File: config.mk
export PLATFORM = sky130hd
export DESIGN_NAME = ycc_seq_ctrl
export DESIGN_NICKNAME = d
export VERILOG_FILES = /design/src/rtl/ycc_pkg.sv /design/src/rtl/ycc_seq_ctrl.sv
export SDC_FILE = /design/constraint.sdc
export NUM_CORES = 1
export LEC_CHECK = 0
export ABC_CLOCK_PERIOD_IN_PS = 2200
export CORE_ASPECT_RATIO = 0.5
export CORE_MARGIN = 1.5
export CORE_UTILIZATION = 33
export DETAILED_ROUTE_END_ITERATION = 7
export PLACE_DENSITY = 0.68
export SETUP_SLACK_MARGIN = 0.2
export SLEW_MARGIN = 40
export SYNTH_ARGS = -nofsm -noshare
export SYNTH_HDL_FRONTEND = slang
export SYNTH_SLANG_ARGS = --single-unit
File: constraint.sdc
create_clock -name clk -period 2.2 [get_ports clk]
set_input_delay 0.22 -clock clk [delete_from_list [all_inputs] [get_ports clk]]
set_output_delay 0.22 -clock clk [all_outputs]
set_load 0.01 [all_outputs]
File: src/rtl/ycc_pkg.sv
// Shared constants and FSM state type for the YCrCb sequencing controller.
package ycc_pkg;

    localparam int DATA_NUM = 4;

    localparam logic [1:0] MODE_IDLE = 2'b00;
    localparam logic [1:0] MODE_Y    = 2'b01;
    localparam logic [1:0] MODE_CR   = 2'b10;
    localparam logic [1:0] MODE_CB   = 2'b11;

    typedef enum logic [2:0] {
        IDLE,
        LOAD,
        PY,
        PCR,
        PCB,
        DRAIN,
        OUT,
        DONE
    } state_t;

endpackage

File: src/rtl/ycc_seq_ctrl.sv
// Sequencer that feeds one RGB pixel group at a time through an external
// toYCrCb converter (Y, then Cr, then Cb pass) and presents the three
// captured results as one output group. Every output is a register that is
// updated on the same edge as the state change into the state it belongs to.
module ycc_seq_ctrl
    import ycc_pkg::*;
#(
    parameter int DATA_NUM = ycc_pkg::DATA_NUM,
    parameter int CNT_W    = 16
) (
    input  logic                  clk,
    input  logic                  rst,

    input  logic                  cfg_start,
    input  logic [CNT_W-1:0]      cfg_num_groups,

    input  logic                  pix_valid,
    output logic                  pix_ready,
    input  logic [8*DATA_NUM-1:0] pix_R,
    input  logic [8*DATA_NUM-1:0] pix_G,
    input  logic [8*DATA_NUM-1:0] pix_B,

    output logic                  conv_start,
    output logic [1:0]            conv_mode,
    output logic [8*DATA_NUM-1:0] conv_R,
    output logic [8*DATA_NUM-1:0] conv_G,
    output logic [8*DATA_NUM-1:0] conv_B,
    input  logic                  conv_finish,
    input  logic [8*DATA_NUM-1:0] conv_out,

    output logic                  out_valid,
    input  logic                  out_ready,
    output logic [8*DATA_NUM-1:0] out_Y,
    output logic [8*DATA_NUM-1:0] out_Cr,
    output logic [8*DATA_NUM-1:0] out_Cb,

    output logic                  busy,
    output logic                  done
);

    state_t                  r_state;
    logic [CNT_W-1:0]        r_count;
    logic [CNT_W-1:0]        r_numGroups;
    logic [8*DATA_NUM-1:0]   r_convR;
    logic [8*DATA_NUM-1:0]   r_convG;
    logic [8*DATA_NUM-1:0]   r_convB;
    logic [8*DATA_NUM-1:0]   r_outY;
    logic [8*DATA_NUM-1:0]   r_outCr;
    logic [8*DATA_NUM-1:0]   r_outCb;
    logic                    r_pixReady;
    logic                    r_convStart;
    logic [1:0]              r_convMode;
    logic                    r_outValid;
    logic                    r_busy;
    logic                    r_done;

    logic [CNT_W-1:0]        w_countNext;

    assign w_countNext = r_count + CNT_W'(1);

    // Sequencer FSM: each branch sets the registered outputs for the state it moves into.
    always_ff @(posedge clk) begin
        if (rst) begin
            r_state     <= IDLE;
            r_count     <= '0;
            r_numGroups <= '0;
            r_convR     <= '0;
            r_convG     <= '0;
            r_convB     <= '0;
            r_outY      <= '0;
            r_outCr     <= '0;
            r_outCb     <= '0;
            r_pixReady  <= 1'b0;
            r_convStart <= 1'b0;
            r_convMode  <= MODE_IDLE;
            r_outValid  <= 1'b0;
            r_busy      <= 1'b0;
            r_done      <= 1'b0;
        end else begin
            r_pixReady  <= 1'b0;
            r_convStart <= 1'b0;
            r_convMode  <= MODE_IDLE;
            r_done      <= 1'b0;

            case (r_state)
                IDLE: begin
                    if (cfg_start) begin
                        r_numGroups <= cfg_num_groups;
                        r_count     <= '0;
                        if (cfg_num_groups == '0) begin
                            r_done  <= 1'b1;
                            r_state <= DONE;
                        end else begin
                            r_busy     <= 1'b1;
                            r_pixReady <= 1'b1;
                            r_state    <= LOAD;
                        end
                    end
                end

                LOAD: begin
                    if (pix_valid) begin
                        r_convR     <= pix_R;
                        r_convG     <= pix_G;
                        r_convB     <= pix_B;
                        r_convStart <= 1'b1;
                        r_convMode  <= MODE_Y;
                        r_state     <= PY;
                    end else begin
                        r_pixReady <= 1'b1;
                    end
                end

                PY: begin
                    r_convStart <= 1'b1;
                    r_convMode  <= MODE_CR;
                    r_state     <= PCR;
                end

                PCR: begin
                    if (conv_finish) begin
                        r_outY      <= conv_out;
                        r_convStart <= 1'b1;
                        r_convMode  <= MODE_CB;
                        r_state     <= PCB;
                    end else begin
                        r_convMode <= MODE_CR;
                    end
                end

                PCB: begin
                    if (conv_finish) begin
                        r_outCr <= conv_out;
                        r_state <= DRAIN;
                    end else begin
                        r_convMode <= MODE_CB;
                    end
                end

                DRAIN: begin
                    if (conv_finish) begin
                        r_outCb    <= conv_out;
                        r_outValid <= 1'b1;
                        r_state    <= OUT;
                    end
                end

                OUT: begin
                    if (out_ready) begin
                        r_outValid <= 1'b0;
                        r_count    <= w_countNext;
                        if (w_countNext == r_numGroups) begin
                            r_busy  <= 1'b0;
                            r_done  <= 1'b1;
                            r_state <= DONE;
                        end else begin
                            r_pixReady <= 1'b1;
                            r_state    <= LOAD;
                        end
                    end
                end

                DONE: begin
                    r_state <= IDLE;
                end

                default: begin
                    r_state <= IDLE;
                end
            endcase
        end
    end

    assign pix_ready  = r_pixReady;
    assign conv_start = r_convStart;
    assign conv_mode  = r_convMode;
    assign conv_R     = r_convR;
    assign conv_G     = r_convG;
    assign conv_B     = r_convB;
    assign out_valid  = r_outValid;
    assign out_Y      = r_outY;
    assign out_Cr     = r_outCr;
    assign out_Cb     = r_outCb;
    assign busy       = r_busy;
    assign done       = r_done;

endmodule
==> impl_metrics.py, run 1 <==
metrics = {
    "final_layout": {
        "area_growth_pct": 55.27,
        "final_nets": 1637,
        "final_cells": 1854,
        "final_cell_mix": "nand2_1, clkdlybuf4s50_1, a21oi_1, dfxtp_1, buf_4",
        "drive_above_1_share_pct": 7.989,
        "final_area_mm2": 0.01392,
        "antenna_cells": 0,
        "final_common_cell": "nand2_1",
        "utilization_pct": 52.36,
    },
    "place": {
        "dp_cells": 1810,
        "numPortBuffers": 348,
        "post_dp_cell_area_mm2": 0.01303,
        "gp_congestion": 0.8882,
        "dp_hpwl_mm": 22.00,
    },
    "clocking": {
        "path_clk_slew_ns": 0.07,
        "hold_buffers": 0,
        "clkLatencyLatePin_ns": 0.51,
        "cts.sinks": 234,
        "cts-root-buf": "clkbuf_16",
        "cts-htree-levels": 1,
        "tritoncts": "done",
        "cts_max_path_buffers": 3,
        "cts_buffers": 23,
    },
    "detailed_routing": {
        "drtAntennaViolNets": 0,
        "vias": 9110,
        "drc_errors": 0,
        "wl_per_cell_um": 16.54,
        "via_per_inst": 4.914,
        "drt_wl_total_mm": 30.66,
        "drtIter0Drc": 673,
        "dr.pass1.iters": 6,
    },
    "synth": {
        "syn_nets": 1303,
        "yosys_warnings": 0,
        "ys_ff_latch": 234,
        "ys.flop_type": "dfxtp_1",
        "ys_types": 57,
        "syn_avg_cell_area_um2": 7.783,
        "syn_inst": 1152,
        "ys_seq_area_share_pct": 52.25,
        "synth_edf_count": 0,
        "async_reset_ff_share_pct": 0,
        "synth_area_mm2": 0.008966,
    },
    "setup_path": {
        "cp-end-kind": "register",
        "arrival_ns": 2.41,
        "worstPathRequired_ns": 2.63,
        "setup.worst_path.start_class": "register",
        "critPathMaxFanout": 7,
        "critPathKind": "reg2reg",
    },
    "floorplan": {
        "die_y_um": 119.6,
        "initial_core_util_pct": 33.72,
        "fp.coreArea_mm2": 0.02659,
        "row_count": 42,
        "io_pins": 349,
        "die_x_um": 236.1,
        "die_area_mm2": 0.02823,
    },
    "global_route": {
        "grt_pass1_vias": 8527,
        "grt_max_degree": 77,
        "grt_remaining_overflow": 0,
        "gr-usage-all-layers_pct": 20.59,
        "grt_pass1_wl_mm": 47.16,
        "antenna_found_initial": 0,
    },
    "sta": {
        "final_max_slew_viol_count": 0,
        "fin_crit_sh_pct": 89.99,
        "min_period_ns": 1.980,
        "setup_tns_ns": 0,
        "hold-worst-slack_ns": 0.1767,
        "final_hold_viol_count": 0,
        "fmax_ghz": 0.5051,
        "worst_pin_slew_ns": 0.6271,
        "rsz0062_at_grt": "yes",
        "final.setup_skew_ns": 0.01485,
        "max-slew-margin-rel_pct": 58.19,
        "setup_viol": 0,
    },
    "worst_hold_path": {
        "hold_class": "in2reg",
    },
    "power": {
        "irDropWorstVdd_v": 0.0004766,
        "powerDensity_mw_per_mm2": 868.0,
        "power.leakage_nw": 4.789,
    },
    "outcome": {
        "outcome": "completed",
    },
    "flow_run": {
        "maxCapViolCount": 0,
    },
}
-- routing by layer --
metal	global-route usage [%]	up-vias	wire (µm)
met1	26.37	4232	12850
met4	6.452	0	992
met3	3.773	69	1811
met5	0	-	0
li1	-	4481	-
met2	35.29	328	15010
-- where the power goes --
group	total, mW	internal [mW]	switching [mW]
clock network	4.21	2.52	1.68
logic	2.97	1.42	1.56
registers	4.90	4.64	0.268
-- critical path: stages (launching register included) --
cell	delay (ns)
dfxtp_2	0.36
ha_4	0.19
nand3_4	0.10
or3_4	0.44
a311oi_4	0.30
a2111oi_4	0.08
o2111a_2	0.19
a211oi_1	0.24
-- sequential cells by signal (all words and copies together), names as in the netlist --
name	count
r_state	3
out_Cr	32
r_numGroups	16
done	1
conv_B	32
out_Cb	32
conv_G	32
pix_ready	1
conv_R	32
out_valid	1
out_Y	32
r_count	16
busy	1
conv_start	1
conv_mode	2
-- logic make-up after synthesis --
kind of cell	Yosys count	synth area share (%)
buffers and inverters	90	4.005
flip-flops	234	52.25
multiplexers	3	0.3489
XOR/XNOR	21	2.219
AND/OR/NAND/NOR	531	24.73
AO/OA/AOI/OAI	272	16.31
adder cells (fa/ha/maj)	1	0.1395
-- final timing paths --
kind / startpoint / cells past startpoint / slack [ns] / to
setup / recovery: r_count[0] / 7 / 0.22 / busy
hold / removal: rst / 2 / 0.18 / conv_R[18]
setup reg to reg: r_count[0] / 7 / 0.22 / busy
hold reg to reg: out_Cr[26] / 2 / 0.45 / out_Cr[26]
-- area by class of cell --
type | instances | area (µm²)
fill | 2449 | 12670
sequential | 234 | 4700
multi-input combinational | 828 | 4008
timing repair buffer | 395 | 3950
clock buffer | 29 | 638.1
tap | 352 | 440.4
clock inverter | 12 | 167.7
inverter | 4 | 18.77
-- what timing repair did --
action / in CTS / in global routing
pin swaps: 2 / 5
setup endpoints to repair: 12 / 23
gates resized for setup: 6 / 9
buffers inserted: 1 / 2
-- stage by stage --
step,worst slack (ns),power [mW]
2_1_floorplan,0.2146,6.376
3_3_place_gp,0.1625,7.875
3_5_place_dp,0.08729,7.932
4_1_cts,0.1640,12.19
5_1_grt,0.1307,12.68
6_report,0.2202,12.08
-- cell usage after synthesis (all sizes together) (2+ instances only) --
| cell | number | area share, % |
|---|---|---|
| o21ba | 2 | 0.22 |
| nand3 | 15 | 0.98 |
| nor4 | 13 | 1.2 |
| inv | 3 | 0.13 |
| nor3 | 6 | 0.33 |
| nand4 | 5 | 0.68 |
| o21ai | 14 | 0.78 |
| a22oi | 5 | 0.42 |
| xnor2 | 14 | 1.4 |
| dfxtp | 234 | 52 |
| nor2b | 7 | 0.49 |
| nor2 | 34 | 1.4 |
| xor2 | 6 | 0.59 |
| a21oi | 228 | 13 |
| nand2b | 2 | 0.14 |
| a211oi | 2 | 0.17 |
| clkbuf | 75 | 3.1 |
| or3 | 2 | 0.15 |
| nand2 | 432 | 18 |
| and3 | 6 | 0.43 |
| mux2i | 2 | 0.22 |
| o22ai | 2 | 0.14 |
| o21a | 2 | 0.17 |
| a311oi | 3 | 0.29 |
| buf | 11 | 0.70 |
| a31oi | 3 | 0.21 |
Note: power is estimated with default switching activity, not from simulation.
==> run 2: changes to the inputs <==
--- a/config.mk
+++ b/config.mk
@@ -5,12 +5,11 @@
 export SDC_FILE = /design/constraint.sdc
 export NUM_CORES = 1
 export LEC_CHECK = 0
-export ABC_CLOCK_PERIOD_IN_PS = 2200
 export CORE_ASPECT_RATIO = 0.5
 export CORE_MARGIN = 1.5
 export CORE_UTILIZATION = 33
 export DETAILED_ROUTE_END_ITERATION = 7
-export PLACE_DENSITY = 0.68
+export PLACE_DENSITY = 0.63
 export SETUP_SLACK_MARGIN = 0.2
 export SLEW_MARGIN = 40
 export SYNTH_ARGS = -nofsm -noshare
==> constraint.sdc (replaced) <==
create_clock -name clk -period 2.4 [get_ports clk]
set_input_delay 0.24 -clock clk [delete_from_list [all_inputs] [get_ports clk]]
set_output_delay 0.24 -clock clk [all_outputs]
set_load 0.01 [all_outputs]
==> impl_metrics.py, run 2 (synthesis results as in run 1) <==
metrics = {
    "clocking": {
        "cts.sinks": 234,
        "clkLatencyLatePin_ns": 0.51,
        "path_clk_slew_ns": 0.06,
        "cts_max_path_buffers": 3,
        "cts_buffers": 23,
        "cts-root-buf": "clkbuf_16",
        "hold_buffers": 0,
        "tritoncts": "done",
        "cts-htree-levels": 1,
    },
    "detailed_routing": {
        "drtIter0Drc": 627,
        "vias": 8961,
        "via_per_inst": 4.873,
        "drc_errors": 0,
        "dr.pass1.iters": 5,
        "drtAntennaViolNets": 0,
        "drt_wl_total_mm": 29.53,
        "wl_per_cell_um": 16.06,
    },
    "place": {
        "numPortBuffers": 348,
        "dp_cells": 1794,
        "dp_hpwl_mm": 20.30,
        "gp_congestion": 0.8732,
        "post_dp_cell_area_mm2": 0.01283,
        "dpl_worst_slack_ns": 0.03717,
    },
    "sta": {
        "hold-worst-slack_ns": 0.1235,
        "final_hold_viol_count": 0,
        "max-slew-margin-rel_pct": 54.94,
        "rsz0062_at_grt": "no",
        "setup_tns_ns": 0,
        "final.setup_skew_ns": 0.007129,
        "min_period_ns": 2.128,
        "fin_ws_ns": 0.2717,
        "fmax_ghz": 0.4699,
        "worst_pin_slew_ns": 0.6741,
        "final_max_slew_viol_count": 0,
        "setup_viol": 0,
        "fin_crit_sh_pct": 88.68,
    },
    "setup_path": {
        "arrival_ns": 2.50,
        "critPathMaxFanout": 9,
        "reg2reg_from": "r_count[7]",
        "critPathKind": "reg2reg",
        "worstPathRequired_ns": 2.78,
        "reg2regPathDepth": 6,
        "cp-end-kind": "register",
        "setup.worst_path.start_class": "register",
        "rr_endpoint": "busy",
        "r2r_slack_ns": 0.27,
    },
    "floorplan": {
        "die_area_mm2": 0.02823,
        "fp.coreArea_mm2": 0.02659,
        "die_y_um": 119.6,
        "initial_core_util_pct": 33.72,
        "die_x_um": 236.1,
        "io_pins": 349,
        "row_count": 42,
    },
    "final_layout": {
        "final_nets": 1624,
        "final_cell_mix": "nand2_1, clkdlybuf4s50_1, a21oi_1, dfxtp_1, nor2_1",
        "utilization_pct": 51.38,
        "drive_above_1_share_pct": 6.590,
        "final_area_mm2": 0.01366,
        "area_growth_pct": 52.39,
        "nFillCells": 2483,
        "final_common_cell": "nand2_1",
        "final_cells": 1839,
        "antenna_cells": 0,
    },
    "global_route": {
        "gr-usage-all-layers_pct": 19.80,
        "grt_pass1_wl_mm": 45.49,
        "grt_remaining_overflow": 0,
        "grt_max_degree": 97,
        "antenna_found_initial": 0,
        "grt_pass1_vias": 8335,
    },
    "flow_run": {
        "maxCapViolCount": 0,
    },
    "worst_hold_path": {
        "hold_class": "in2reg",
        "whs_path_depth": 2,
        "hold_path_end": "conv_B[9]",
        "hold_start": "rst",
    },
    "power": {
        "irDropWorstVdd_v": 0.0004764,
        "powerDensity_mw_per_mm2": 777.3,
        "p_total_mw": 10.62,
        "power.leakage_nw": 4.666,
    },
    "outcome": {
        "outcome": "completed",
    },
}
==> run 2: cell types whose count changed in the layout (fill, tap and decap cells not counted), moves of 3 or more <==
cell	previous run	this run
buf_4	38	30
buf_12	9	4
clkbuf_1	2	7
clkinvlp_4	4	1
dfxtp_2	9	6
==> run 2: metal layers <==
metal	up-vias	global-route usage [%]	share of wire (%)
met5	-	0	0
met4	0	7.177	3.5
met3	65	3.313	4.3
met2	249	35.03	50
met1	4204	24.36	42
li1	4443	-	-
==> run 2: worst max-delay path by stage <==
stage	startpoint	end	slack, ns
2_1_floorplan	r_count[1]	busy	0.25
3_3_place_gp	r_count[0]	busy	0.16
3_5_place_dp	r_count[0]	busy	0.04
4_1_cts	r_count[3]	busy	0.20
5_1_grt	r_count[7]	busy	0.21
6_report	r_count[7]	busy	0.27
==> run 2: cell type report <==
cell class              count  area, µm²  area share [%]
clock inverters             7      87.58          0.6410
well taps                 352      440.4           3.223
inverters                   4      15.01          0.1099
clock buffers              32      629.4           4.606
multi-input cells         828       4001           29.29
repair buffers            382       3790           27.74
flip-flops and latches    234       4700           34.40
==> run 2: repair_timing <==
action / in CTS / in global routing
setup endpoints to repair: 5 / 15
endpoints found under the hold margin: 0 / 0
cloned: 0 / 0
gates resized for setup: 7 / 10
pin swaps: 1 / 9
setup buffers: 0 / 6
==> run 2: worst max-delay path, cell delays in order, from the launching register on <==
cell,delay (ns)
dfxtp_2,0.42
nand4_4,0.22
nor4_4,0.39
xnor2_1,0.17
a2111oi_4,0.38
o2111a_2,0.33
a211oi_1,0.09
==> run 2: where the power goes <==
group          internal (mW)  total, mW  switching, mW
clock                   2.04       3.55           1.51
combinational           1.21       2.59           1.38
sequential              4.24       4.48          0.241
total                   7.49       10.6           3.13
